$ cat src/rtl/ram_bus_arbiter_if.sv
// Bus bundle between the two cores' caches, the RAM model and the arbiter.
// The arbiter uses the master view and the caches/RAM side uses the slave view.
interface ram_bus_arbiter_if;
    // cache side
    logic [1:0]        iREN;
    logic [1:0][31:0]  iaddr;
    logic [1:0]        dREN;
    logic [1:0]        dWEN;
    logic [1:0][31:0]  daddr;
    logic [1:0][31:0]  dstore;
    logic [1:0]        iwait;
    logic [1:0]        dwait;
    logic [1:0][31:0]  iload;
    logic [1:0][31:0]  dload;
    // RAM side
    logic [1:0]        ramstate;
    logic [31:0]       ramload;
    logic              ramREN;
    logic              ramWEN;
    logic [31:0]       ramaddr;
    logic [31:0]       ramstore;
    // current owner, one-hot
    logic [3:0]        grant;

    modport master (
        input  iREN, iaddr, dREN, dWEN, daddr, dstore, ramstate, ramload,
        output ramREN, ramWEN, ramaddr, ramstore, iwait, dwait, iload, dload, grant
    );

    modport slave (
        output iREN, iaddr, dREN, dWEN, daddr, dstore, ramstate, ramload,
        input  ramREN, ramWEN, ramaddr, ramstore, iwait, dwait, iload, dload, grant
    );
endinterface

$ cat src/rtl/ram_bus_arbiter.sv
// Round-robin arbiter sharing one RAM port between dcache0, icache0, dcache1
// and icache1. A dcache owner keeps the port for up to BLOCK_WORDS words so
// a block is never interleaved with another requester.

// Per-core wait/load return path: only the current owner sees its word
// complete, everybody else keeps waiting.
module ram_bus_arbiter_port (
    input  logic        own_d,
    input  logic        own_i,
    input  logic        access,
    input  logic [31:0] ramload,
    output logic        dwait,
    output logic        iwait,
    output logic [31:0] dload,
    output logic [31:0] iload
);
    logic d_done, i_done;

    assign d_done = own_d & access;
    assign i_done = own_i & access;
    assign dwait  = ~d_done;
    assign iwait  = ~i_done;
    assign dload  = d_done ? ramload : 32'h0;
    assign iload  = i_done ? ramload : 32'h0;
endmodule

module ram_bus_arbiter #(
    parameter int BLOCK_WORDS = 2,
    parameter int NREQ        = 4
) (
    input logic             CLK,
    input logic             nRST,
    ram_bus_arbiter_if.master bus
);
    localparam int IW = $clog2(NREQ);
    localparam int WW = (BLOCK_WORDS > 1) ? $clog2(BLOCK_WORDS) : 1;
    localparam logic [1:0] RS_ACCESS = 2'd2;
    localparam logic [WW-1:0] LAST_W = WW'(BLOCK_WORDS - 1);

    typedef enum logic {IDLE, XFER} state_t;

    state_t          state, state_n;
    logic [IW-1:0]   owner, owner_n;   // index: bit0 = icache, bit1 = core
    logic [IW-1:0]   ptr, ptr_n;       // highest-priority requester next round
    logic [IW-1:0]   pick;
    logic [IW-1:0]   owner_inc;
    logic [WW-1:0]   wcnt, wcnt_n;
    logic [NREQ-1:0] req;
    logic [NREQ-1:0] grant_q, grant_n;
    logic            owner_req;
    logic            access;
    logic            last_word;
    logic            oc;
    logic [1:0]      dwait_c, iwait_c;
    logic [1:0][31:0] dload_c, iload_c;

    // Requester order is fixed: dcache0, icache0, dcache1, icache1.
    assign req = {bus.iREN[1], bus.dREN[1] | bus.dWEN[1],
                  bus.iREN[0], bus.dREN[0] | bus.dWEN[0]};

    assign oc        = owner[1];
    assign owner_req = req[owner];
    assign owner_inc = owner + IW'(1);
    // A word completes only while the owner still asks for it; a dropped
    // request is treated as an abort even if RAM reports ACCESS.
    assign access    = (state == XFER) && (bus.ramstate == RS_ACCESS) && owner_req;
    // icache owners always release after one word.
    assign last_word = owner[0] || (wcnt >= LAST_W);

    // Round-robin pick: first requester at or after ptr, scanning cyclically.
    always_comb begin
        logic [IW-1:0] idx;
        pick = '0;
        idx  = '0;
        for (int k = NREQ - 1; k >= 0; k--) begin
            idx = ptr + IW'(k);
            if (req[idx]) pick = idx;
        end
    end

    // Arbitration state register; reset abandons any word in flight.
    always_ff @(posedge CLK or negedge nRST) begin
        if (!nRST) begin
            state   <= IDLE;
            owner   <= '0;
            ptr     <= '0;
            wcnt    <= '0;
            grant_q <= '0;
        end else begin
            state   <= state_n;
            owner   <= owner_n;
            ptr     <= ptr_n;
            wcnt    <= wcnt_n;
            grant_q <= grant_n;
        end
    end

    // Next-state: grant in IDLE, then hold until the block ends or is aborted.
    always_comb begin
        state_n = state;
        owner_n = owner;
        ptr_n   = ptr;
        wcnt_n  = wcnt;
        grant_n = grant_q;
        case (state)
            IDLE: begin
                grant_n = '0;
                if (|req) begin
                    owner_n = pick;
                    wcnt_n  = '0;
                    grant_n = NREQ'(1) << pick;
                    state_n = XFER;
                end
            end
            XFER: begin
                if (!owner_req) begin
                    state_n = IDLE;
                    ptr_n   = owner_inc;
                    grant_n = '0;
                end else if (access) begin
                    if (last_word) begin
                        state_n = IDLE;
                        ptr_n   = owner_inc;
                        grant_n = '0;
                    end else begin
                        wcnt_n  = wcnt + WW'(1);
                    end
                end
                // BUSY, FREE and ERROR all just hold the transfer.
            end
            default: begin
                state_n = IDLE;
                grant_n = '0;
            end
        endcase
    end

    // RAM request mux: only the owner drives the port; dcache write beats read.
    always_comb begin
        bus.ramREN   = 1'b0;
        bus.ramWEN   = 1'b0;
        bus.ramaddr  = 32'h0;
        bus.ramstore = 32'h0;
        if (state == XFER) begin
            if (!owner[0]) begin
                if (bus.dWEN[oc]) begin
                    bus.ramWEN   = 1'b1;
                    bus.ramaddr  = bus.daddr[oc];
                    bus.ramstore = bus.dstore[oc];
                end else if (bus.dREN[oc]) begin
                    bus.ramREN   = 1'b1;
                    bus.ramaddr  = bus.daddr[oc];
                end
            end else if (bus.iREN[oc]) begin
                bus.ramREN  = 1'b1;
                bus.ramaddr = bus.iaddr[oc];
            end
        end
    end

    genvar g;
    generate
        for (g = 0; g < 2; g++) begin : g_core
            logic own_d, own_i;
            assign own_d = (state == XFER) && (owner == IW'(2 * g));
            assign own_i = (state == XFER) && (owner == IW'(2 * g + 1));
            ram_bus_arbiter_port u_port (
                .own_d   (own_d),
                .own_i   (own_i),
                .access  (access),
                .ramload (bus.ramload),
                .dwait   (dwait_c[g]),
                .iwait   (iwait_c[g]),
                .dload   (dload_c[g]),
                .iload   (iload_c[g])
            );
        end
    endgenerate

    assign bus.dwait = dwait_c;
    assign bus.iwait = iwait_c;
    assign bus.dload = dload_c;
    assign bus.iload = iload_c;
    assign bus.grant = grant_q;
endmodule

$ cat src/flat_wrapper.sv
// flat-port wrapper written by rule: the top's interface ports become plain ports
module ram_bus_arbiter_flat 
#(
    parameter int BLOCK_WORDS = 2,
    parameter int NREQ        = 4
)
  (CLK, nRST, bus_iREN, bus_iaddr, bus_dREN, bus_dWEN, bus_daddr, bus_dstore, bus_ramstate, bus_ramload, bus_ramREN, bus_ramWEN, bus_ramaddr, bus_ramstore, bus_iwait, bus_dwait, bus_iload, bus_dload, bus_grant);
  ram_bus_arbiter_if bus_i ();
  input logic CLK;
  input logic nRST;
  input wire logic [$bits(bus_i.iREN)-1:0] bus_iREN;
  input wire logic [$bits(bus_i.iaddr)-1:0] bus_iaddr;
  input wire logic [$bits(bus_i.dREN)-1:0] bus_dREN;
  input wire logic [$bits(bus_i.dWEN)-1:0] bus_dWEN;
  input wire logic [$bits(bus_i.daddr)-1:0] bus_daddr;
  input wire logic [$bits(bus_i.dstore)-1:0] bus_dstore;
  input wire logic [$bits(bus_i.ramstate)-1:0] bus_ramstate;
  input wire logic [$bits(bus_i.ramload)-1:0] bus_ramload;
  output wire logic [$bits(bus_i.ramREN)-1:0] bus_ramREN;
  output wire logic [$bits(bus_i.ramWEN)-1:0] bus_ramWEN;
  output wire logic [$bits(bus_i.ramaddr)-1:0] bus_ramaddr;
  output wire logic [$bits(bus_i.ramstore)-1:0] bus_ramstore;
  output wire logic [$bits(bus_i.iwait)-1:0] bus_iwait;
  output wire logic [$bits(bus_i.dwait)-1:0] bus_dwait;
  output wire logic [$bits(bus_i.iload)-1:0] bus_iload;
  output wire logic [$bits(bus_i.dload)-1:0] bus_dload;
  output wire logic [$bits(bus_i.grant)-1:0] bus_grant;
  assign bus_i.iREN = bus_iREN;
  assign bus_i.iaddr = bus_iaddr;
  assign bus_i.dREN = bus_dREN;
  assign bus_i.dWEN = bus_dWEN;
  assign bus_i.daddr = bus_daddr;
  assign bus_i.dstore = bus_dstore;
  assign bus_i.ramstate = bus_ramstate;
  assign bus_i.ramload = bus_ramload;
  assign bus_ramREN = bus_i.ramREN;
  assign bus_ramWEN = bus_i.ramWEN;
  assign bus_ramaddr = bus_i.ramaddr;
  assign bus_ramstore = bus_i.ramstore;
  assign bus_iwait = bus_i.iwait;
  assign bus_dwait = bus_i.dwait;
  assign bus_iload = bus_i.iload;
  assign bus_dload = bus_i.dload;
  assign bus_grant = bus_i.grant;
  ram_bus_arbiter #(.BLOCK_WORDS(BLOCK_WORDS), .NREQ(NREQ)) u_core (.CLK(CLK), .nRST(nRST), .bus(bus_i));
endmodule
$ cat config.mk
export PLATFORM = sky130hd
export DESIGN_NAME = ram_bus_arbiter_flat
export DESIGN_NICKNAME = d
export VERILOG_FILES = /design/src/rtl/ram_bus_arbiter_if.sv /design/src/rtl/ram_bus_arbiter.sv /design/src/flat_wrapper.sv
export SDC_FILE = /design/constraint.sdc
export NUM_CORES = 1
export LEC_CHECK = 0
export BUFFER_PORTS_ARGS = -buffer_cell sky130_fd_sc_hd__buf_4
export CAP_MARGIN = 10
export CORE_AREA = 2 2 172 174
export DETAILED_ROUTE_END_ITERATION = 6
export DIE_AREA = 0 0 174 176
export PLACE_DENSITY_LB_ADDON = 0.25
export SYNTH_ARGS = -nofsm -noshare
export SYNTH_HDL_FRONTEND = slang
export SYNTH_HIERARCHICAL = 1
export SYNTH_SLANG_ARGS = --single-unit
$ cat constraint.sdc
create_clock -name CLK -period 3.01 [get_ports CLK]
set_input_delay 0.4515 -clock CLK [delete_from_list [all_inputs] [get_ports CLK]]
set_output_delay 0.4515 -clock CLK [all_outputs]
set_load 0.005 [all_outputs]
==> key figures, run 1 <==
Critical path
  • Worst Path Arrival: 2230 ps
  • Crit path max fanout: 133
  • Worst EP required: 2560 ps
  • CP delay by family, top: simple AND/OR/NAND/NOR gates
  • Critical Path Sink Type: primary output
  • Critical path launch point type: flip-flop
  • Crit-path slowest cell: dfrtp_4
  • WP buf/inv: 2
  • CP Class: reg -> out
  • CP max stage delay: 510 ps
  • Worst-path cell chain: nor3b_2 -> o21a_2 -> nor3_2 -> buf_12 -> and3_2 -> buf_4

Floorplanning
  • Row cnt: 62
  • Initial Util: 11.94%
  • Core box area: 0.02855 mm²
  • Die W: 174 µm
  • Die area: 0.03062 mm²
  • Die span in y: 176 µm
  • Num ports: 436

Timing
  • Slew Viols, Final: 0
  • Hold_ws: 39.27 ps
  • Setup Skew: 3.999 ps
  • Slew Limit Headroom: 69.99%
  • Setup violators final: 0
  • Endpoints failing hold: 0
  • RSZ-0062 raised after global routing: false
  • Min cycle time layout: 2682 ps
  • Highest clock rate: 0.3728 GHz
  • Final cycle utilization of the critical path: 89.12%
  • Least-Margin Pin Slew: 446.7 ps
  • Setup TNS Final: 0 ps

Place
  • Port Buffer Count: 435
  • Placed instance area: 0.006960 mm²
  • RD Place Congestion: 0.7807
  • HPWL reported at the end of detailed placement: 15200 µm

Clock tree
  • Num CTS Buffers: 3
  • H-tree Lvls: 1
  • Clock sinks: 10
  • Postcts setup bufs: 0
  • CTS root buf: clkbuf_16
  • Hold Buf Count CTS: 0
  • Worst skew pair latency: 240 ps
  • Post_cts resized: 0
  • Worst-case clock buffer depth: 2
  • TritonCTS clock tree: done
  • Clock-pin slew on the worst setup and hold paths: 40 ps

Synthesis
  • YS warnings: 6
  • Synth Area per Inst: 7.163 µm²
  • Library cells used by synthesis: 45
  • Post-synthesis register bit count: 10
  • Cell Area, Synth: 0.003410 mm²
  • Post-Syn Instances: 476
  • Syn_nets: 714
  • Sequential fraction of the synthesis area: 7.339%

Job
  • Max-cap viol count: 0

Layout
  • Post-route cell area: 0.007039 mm²
  • Share of cells above drive strength 1: 57.71%
  • Core Util, Final: 24.66%
  • Area Overhead vs Synth: 106.5%
  • Inserted Diodes: 0
  • Nets: 1114

Power and ir drop
  • Worst VDD drop: 0.4424 mV
  • LEAKAGE: 4.011 nW
  • Power per Cell Area: 542.4 mW/mm²

GRT
  • Global-route wire length before repair: 27470 µm
  • Number of global-route vias before repair: 4807
  • Largest net degree at the start of global routing: 134
  • Total grt overflow: 0
  • Initial antenna violation count: 1
  • GRT Util Overall: 11.04%

Drt
  • Vias per cell: 3.953
  • Via count: 4977
  • DRT Wirelength: 18640 µm
  • Antenna-violating nets left: 0
  • Iteration-0 DRC Markers: 193
  • Pre-antenna DRT Iters: 4
  • DR DRC count: 0
  • Avg WL per Cell: 14.81 µm

Min path
  • Min-Delay Path Class: in -> async

Run status
  • Status: complete, no violations
## report_power, final
part | switching [mW] | internal (mW) | leakage, nW
Clock | 0.0610 | 0.177 | 0.0382
Combinational | 1.69 | 1.60 | 3.85
Sequential | 0.0803 | 0.203 | 0.124
## registers in the layout, indices dropped and copies added (netlist names)
signal	flops
u_core/wcnt	1
u_core/state	1
u_core/bus.grant	4
u_core/owner	2
u_core/ptr	2
## placed cells by master, fill, tap and decap left out, types with 3 or more instances in the layout
cell	Yosys	layout
mux2_2	32	32
nand2_1	5	5
dfrtp_1	10	9
a22o_1	3	3
and3_2	12	12
buf_12	0	4
mux2i_1	65	65
buf_4	8	443
ha_1	4	4
clkbuf_16	0	3
nor3_1	4	3
and2_1	5	5
and3_1	116	116
nand3b_1	3	3
a21oi_1	33	33
nor2_1	100	100
mux2_1	3	3
## final timing paths
path,start,endpoint,slack [ps],cells past startpoint
min in group CLK,u_core/bus.grant[0],u_core/bus.grant[0],510,1
max in group asynchronous,nRST,u_core/owner[1],2810,1
max reg2reg,u_core/owner[1],u_core/wcnt,1200,5
max,u_core/owner[1],bus_iload[3],330,6
min reg2reg,u_core/bus.grant[0],u_core/bus.grant[0],510,1
min,nRST,u_core/wcnt,40,1
## Yosys cell counts, drive strengths merged
cell type,instances,area share [%]
and3,128,24
nor2,101,11
mux2i,65,19
buf,42,9.0
mux2,35,12
a21oi,33,4.8
clkbuf,10,1.3
dfrtp,10,7.3
nor3,6,1.4
and2,5,0.92
nand2,5,0.55
ha,4,1.5
a22o,3,0.77
inv,3,0.33
nand3b,3,0.66
nor3b,3,0.81
a31oi,2,0.37
o21ai,2,0.29
o2bb2ai,2,0.51
o31ai,2,0.84
a211oi,1,0.22
a21bo,1,0.29
a21o,1,0.22
a31o,1,0.26
nand3,1,0.15
nor4,1,0.37
o21a,1,0.26
o21ba,1,0.29
o21bai,1,0.22
o22a,1,0.26
o22ai,1,0.18
or2,1,0.18
## stage by stage
| stage | power [mW] | cells | setup slack (ps) |
|---|---|---|---|
| finish | 3.818 | 1259 | 327.6 |
| global route | 4.149 | 1259 | 210.4 |
| CTS | 3.869 | 1259 | 353.1 |
| detailed placement | 3.610 | 1255 | 609.6 |
| global placement | 3.635 | 1255 | 624.2 |
| floorplan | 2.195 | 476 | 702.1 |
## metal layers
metal	up-vias	share of wire [%]	global-route usage, %
met5	-	0.070	0
met4	2	0.97	1.366
met3	12	7.8	2.046
met2	256	52	21.33
met1	2213	39	12.91
li1	2494	-	-
## cell families (layout without fill, tap and decap cells)
kind of cell | Yosys count | count (layout) | share of synthesized area [%]
simple gates | 254 | 254 | 40.11
mux | 100 | 100 | 30.64
buf+inv | 55 | 454 | 10.61
compound gates | 53 | 53 | 9.836
flops | 10 | 10 | 7.339
fa+ha+maj | 4 | 4 | 1.468
## final cells by class
type	instances	area, µm²
Clock buffer	4	78.83
Multi-Input combinational cell	411	2809
Timing Repair Buffer	447	3406
Tap cell	384	480.5
Inverter	3	11.26
Sequential cell	10	254.0
Fill cell	3201	21510
Power figures use the tool's default switching activity.
==> run 2: changes to the inputs <==
--- a/config.mk
+++ b/config.mk
@@ -11,6 +11,8 @@
 export DETAILED_ROUTE_END_ITERATION = 6
 export DIE_AREA = 0 0 174 176
 export PLACE_DENSITY_LB_ADDON = 0.25
+export RECOVER_POWER = 100
+export SLEW_MARGIN = 20
 export SYNTH_ARGS = -nofsm -noshare
 export SYNTH_HDL_FRONTEND = slang
 export SYNTH_HIERARCHICAL = 1
==> run 2 against run 1 <==
Design area shrank 1.8%; largest cell class unchanged; maximum frequency shrank 0.90%; sequential power is essentially flat; worst setup slack lost 24 ps; critical path type unchanged; via count grew 0.70%; first-iteration DRC count grew 8.3%; clock skew is essentially flat.
==> key figures, run 2 (synthesis results as in run 1) <==
Clock tree
  • Worst skew pair latency: 240 ps (about the same)
  • Clock-pin slew on the worst setup and hold paths: 40 ps (about the same)
  • CTS root buf: clkbuf_16 (unchanged)
  • TritonCTS clock tree: done (unchanged)
  • Worst-case clock buffer depth: 2 (unchanged)
  • Post_cts resized: 0 (unchanged)
  • Postcts setup bufs: 0 (unchanged)
  • Hold Buf Count CTS: 0 (unchanged)
  • H-tree Lvls: 1 (unchanged)
  • Num CTS Buffers: 3 (unchanged)
  • Clock sinks: 10 (unchanged)

Layout
  • Register area: 254.0 µm² (unchanged)
  • Area Overhead vs Synth: 102.6% (was 106.5%)
  • Most common cell after layout, fill and taps aside: buf_4 (unchanged)
  • Final std cells w/o fill: 1259 (unchanged)
  • Max reg flops: 4 (unchanged)
  • FILL cells: 3233 (was 3201)
  • Nets: 1114 (unchanged)
  • Area occupied by multi-input gates: 0.002776 mm² (was 0.002809 mm²)
  • Share of cells above drive strength 1: 54.17% (was 57.71%)
  • Most frequent cells in the layout: buf_4, clkbuf_4, and3_1 (was buf_4, and3_1, nor2_1)
  • Inserted Diodes: 0 (unchanged)

Floorplanning
  • Core box area: 0.02855 mm² (unchanged)
  • Row cnt: 62 (unchanged)
  • Die W: 174 µm (unchanged)
  • Num ports: 436 (unchanged)
  • Die area: 0.03062 mm² (unchanged)
  • Die span in y: 176 µm (unchanged)
  • Initial Util: 11.94% (unchanged)

Timing
  • Final WS setup: 303.2 ps (was 327.6 ps)
  • Least-Margin Pin Slew: 626.0 ps (was 446.7 ps)
  • Setup Skew: 3.912 ps (was 3.999 ps)
  • Setup TNS Final: 0 ps (unchanged)
  • Min cycle time layout: 2707 ps (was 2682 ps)
  • Slew Viols, Final: 0 (unchanged)
  • Slew Limit Headroom: 57.88% (was 69.99%)
  • Final cycle utilization of the critical path: 89.93% (was 89.12%)
  • Endpoints failing hold: 0 (unchanged)
  • Setup violators final: 0 (unchanged)
  • Hold_ws: 183.5 ps (was 39.27 ps)
  • RSZ-0062 raised after global routing: false (unchanged)
  • Highest clock rate: 0.3694 GHz (was 0.3728 GHz)

Critical path
  • Reg2Reg Setup Slack: 1170 ps (was 1200 ps)
  • CP Class: reg -> out (unchanged)
  • Reg2reg end: u_core/ptr[0] (was u_core/wcnt)
  • Setup crit start: u_core/owner[0] (was u_core/owner[1])
  • R2r worst-path depth: 4 (was 5)
  • Worst Path Arrival: 2260 ps (was 2230 ps)
  • Crit path max fanout: 133 (unchanged)
  • Critical Path Sink Type: primary output (unchanged)
  • Setup crit end: bus_iload[3] (unchanged)
  • Reg2reg start: u_core/owner[0] (was u_core/owner[1])
  • Worst EP required: 2560 ps (about the same)
  • Critical path launch point type: flip-flop (unchanged)

Drt
  • Pre-antenna DRT Iters: 4 (unchanged)
  • Iteration-0 DRC Markers: 209 (was 193)
  • DR DRC count: 0 (unchanged)
  • Via count: 5012 (was 4977)
  • Antenna-violating nets left: 0 (unchanged)
  • DRT Wirelength: 18520 µm (was 18640 µm)
  • Vias per cell: 3.981 (was 3.953)
  • Avg WL per Cell: 14.71 µm (was 14.81 µm)

Place
  • RD Place Congestion: 0.7807 (unchanged)
  • HPWL reported at the end of detailed placement: 15200 µm (unchanged)
  • Post-place setup slack: 609.6 ps (unchanged)
  • Port Buffer Count: 435 (unchanged)
  • Placed cells: 1255 (unchanged)

Power and ir drop
  • Power Total: 3.670 mW (was 3.818 mW)
  • Power per Cell Area: 531.2 mW/mm² (was 542.4 mW/mm²)
  • Worst VDD drop: 0.4399 mV (was 0.4424 mV)
  • LEAKAGE: 3.806 nW (was 4.011 nW)

Job
  • Max-cap viol count: 0 (unchanged)

GRT
  • Number of global-route vias before repair: 4807 (unchanged)
  • Largest net degree at the start of global routing: 134 (unchanged)
  • Total grt overflow: 0 (unchanged)
  • Global-route wire length before repair: 27470 µm (unchanged)
  • Initial antenna violation count: 1 (unchanged)
  • GRT Util Overall: 11.04% (unchanged)

Run status
  • Status: complete, no violations (unchanged)

Min path
  • Min-Delay Path Class: in -> async (unchanged)
-- run 2: changes by cell type in the layout (fill, tap and decap cells not counted), sizes merged --
| cell | change |
|---|---|
| buf | -199 |
| clkbuf | +199 |
-- run 2: how the worst min path moves through the flow --
| stage | start | cells past startpoint | to |
|---|---|---|---|
| floorplan | nRST | 0 | u_core/bus.grant[0] |
| global placement | nRST | 1 | u_core/bus.grant[1] |
| detailed placement | nRST | 1 | u_core/bus.grant[1] |
| CTS | nRST | 1 | u_core/owner[0] |
| global route | nRST | 1 | u_core/owner[0] |
| finish | nRST | 1 | u_core/owner[0] |
-- run 2: cell type report --
| class | count | share of cell area, % |
|---|---|---|
| Multi-Input combinational cell | 411 | 40.18 |
| Timing Repair Buffer | 447 | 47.88 |
| Clock buffer | 4 | 1.141 |
| Tap cell | 384 | 6.954 |
| Sequential cell | 10 | 3.676 |
| Inverter | 3 | 0.1630 |
-- run 2: worst max-delay path, cell delays in order (launching register included) --
cell and delay [ps]:
dfrtp_1 540, inv_1 230, o21a_1 190, nor3_2 230
buf_12 340, and3_2 260, clkbuf_4 120
-- run 2: metal layers --
metal | vias to the layer above | wire (µm) | track usage (%)
li1 | 2488 | - | -
met1 | 2243 | 7131 | 12.91
met2 | 267 | 9771 | 21.33
met3 | 12 | 1426 | 2.046
met4 | 2 | 180 | 1.366
met5 | - | 13 | 0
-- run 2: through the flow --
stage	area [µm²]	utilization [%]
finish	6909	24.20
detailed placement	6960	24.38
CTS	7039	24.66
global route	6909	24.20
floorplan	3410	-
global placement	6960	24.38
-- run 2: power breakdown --
| part | internal, mW | switching [mW] |
|---|---|---|
| Combinational | 1.50 | 1.65 |
| Sequential | 0.203 | 0.0775 |
| Clock | 0.177 | 0.0610 |
| Total | 1.88 | 1.79 |
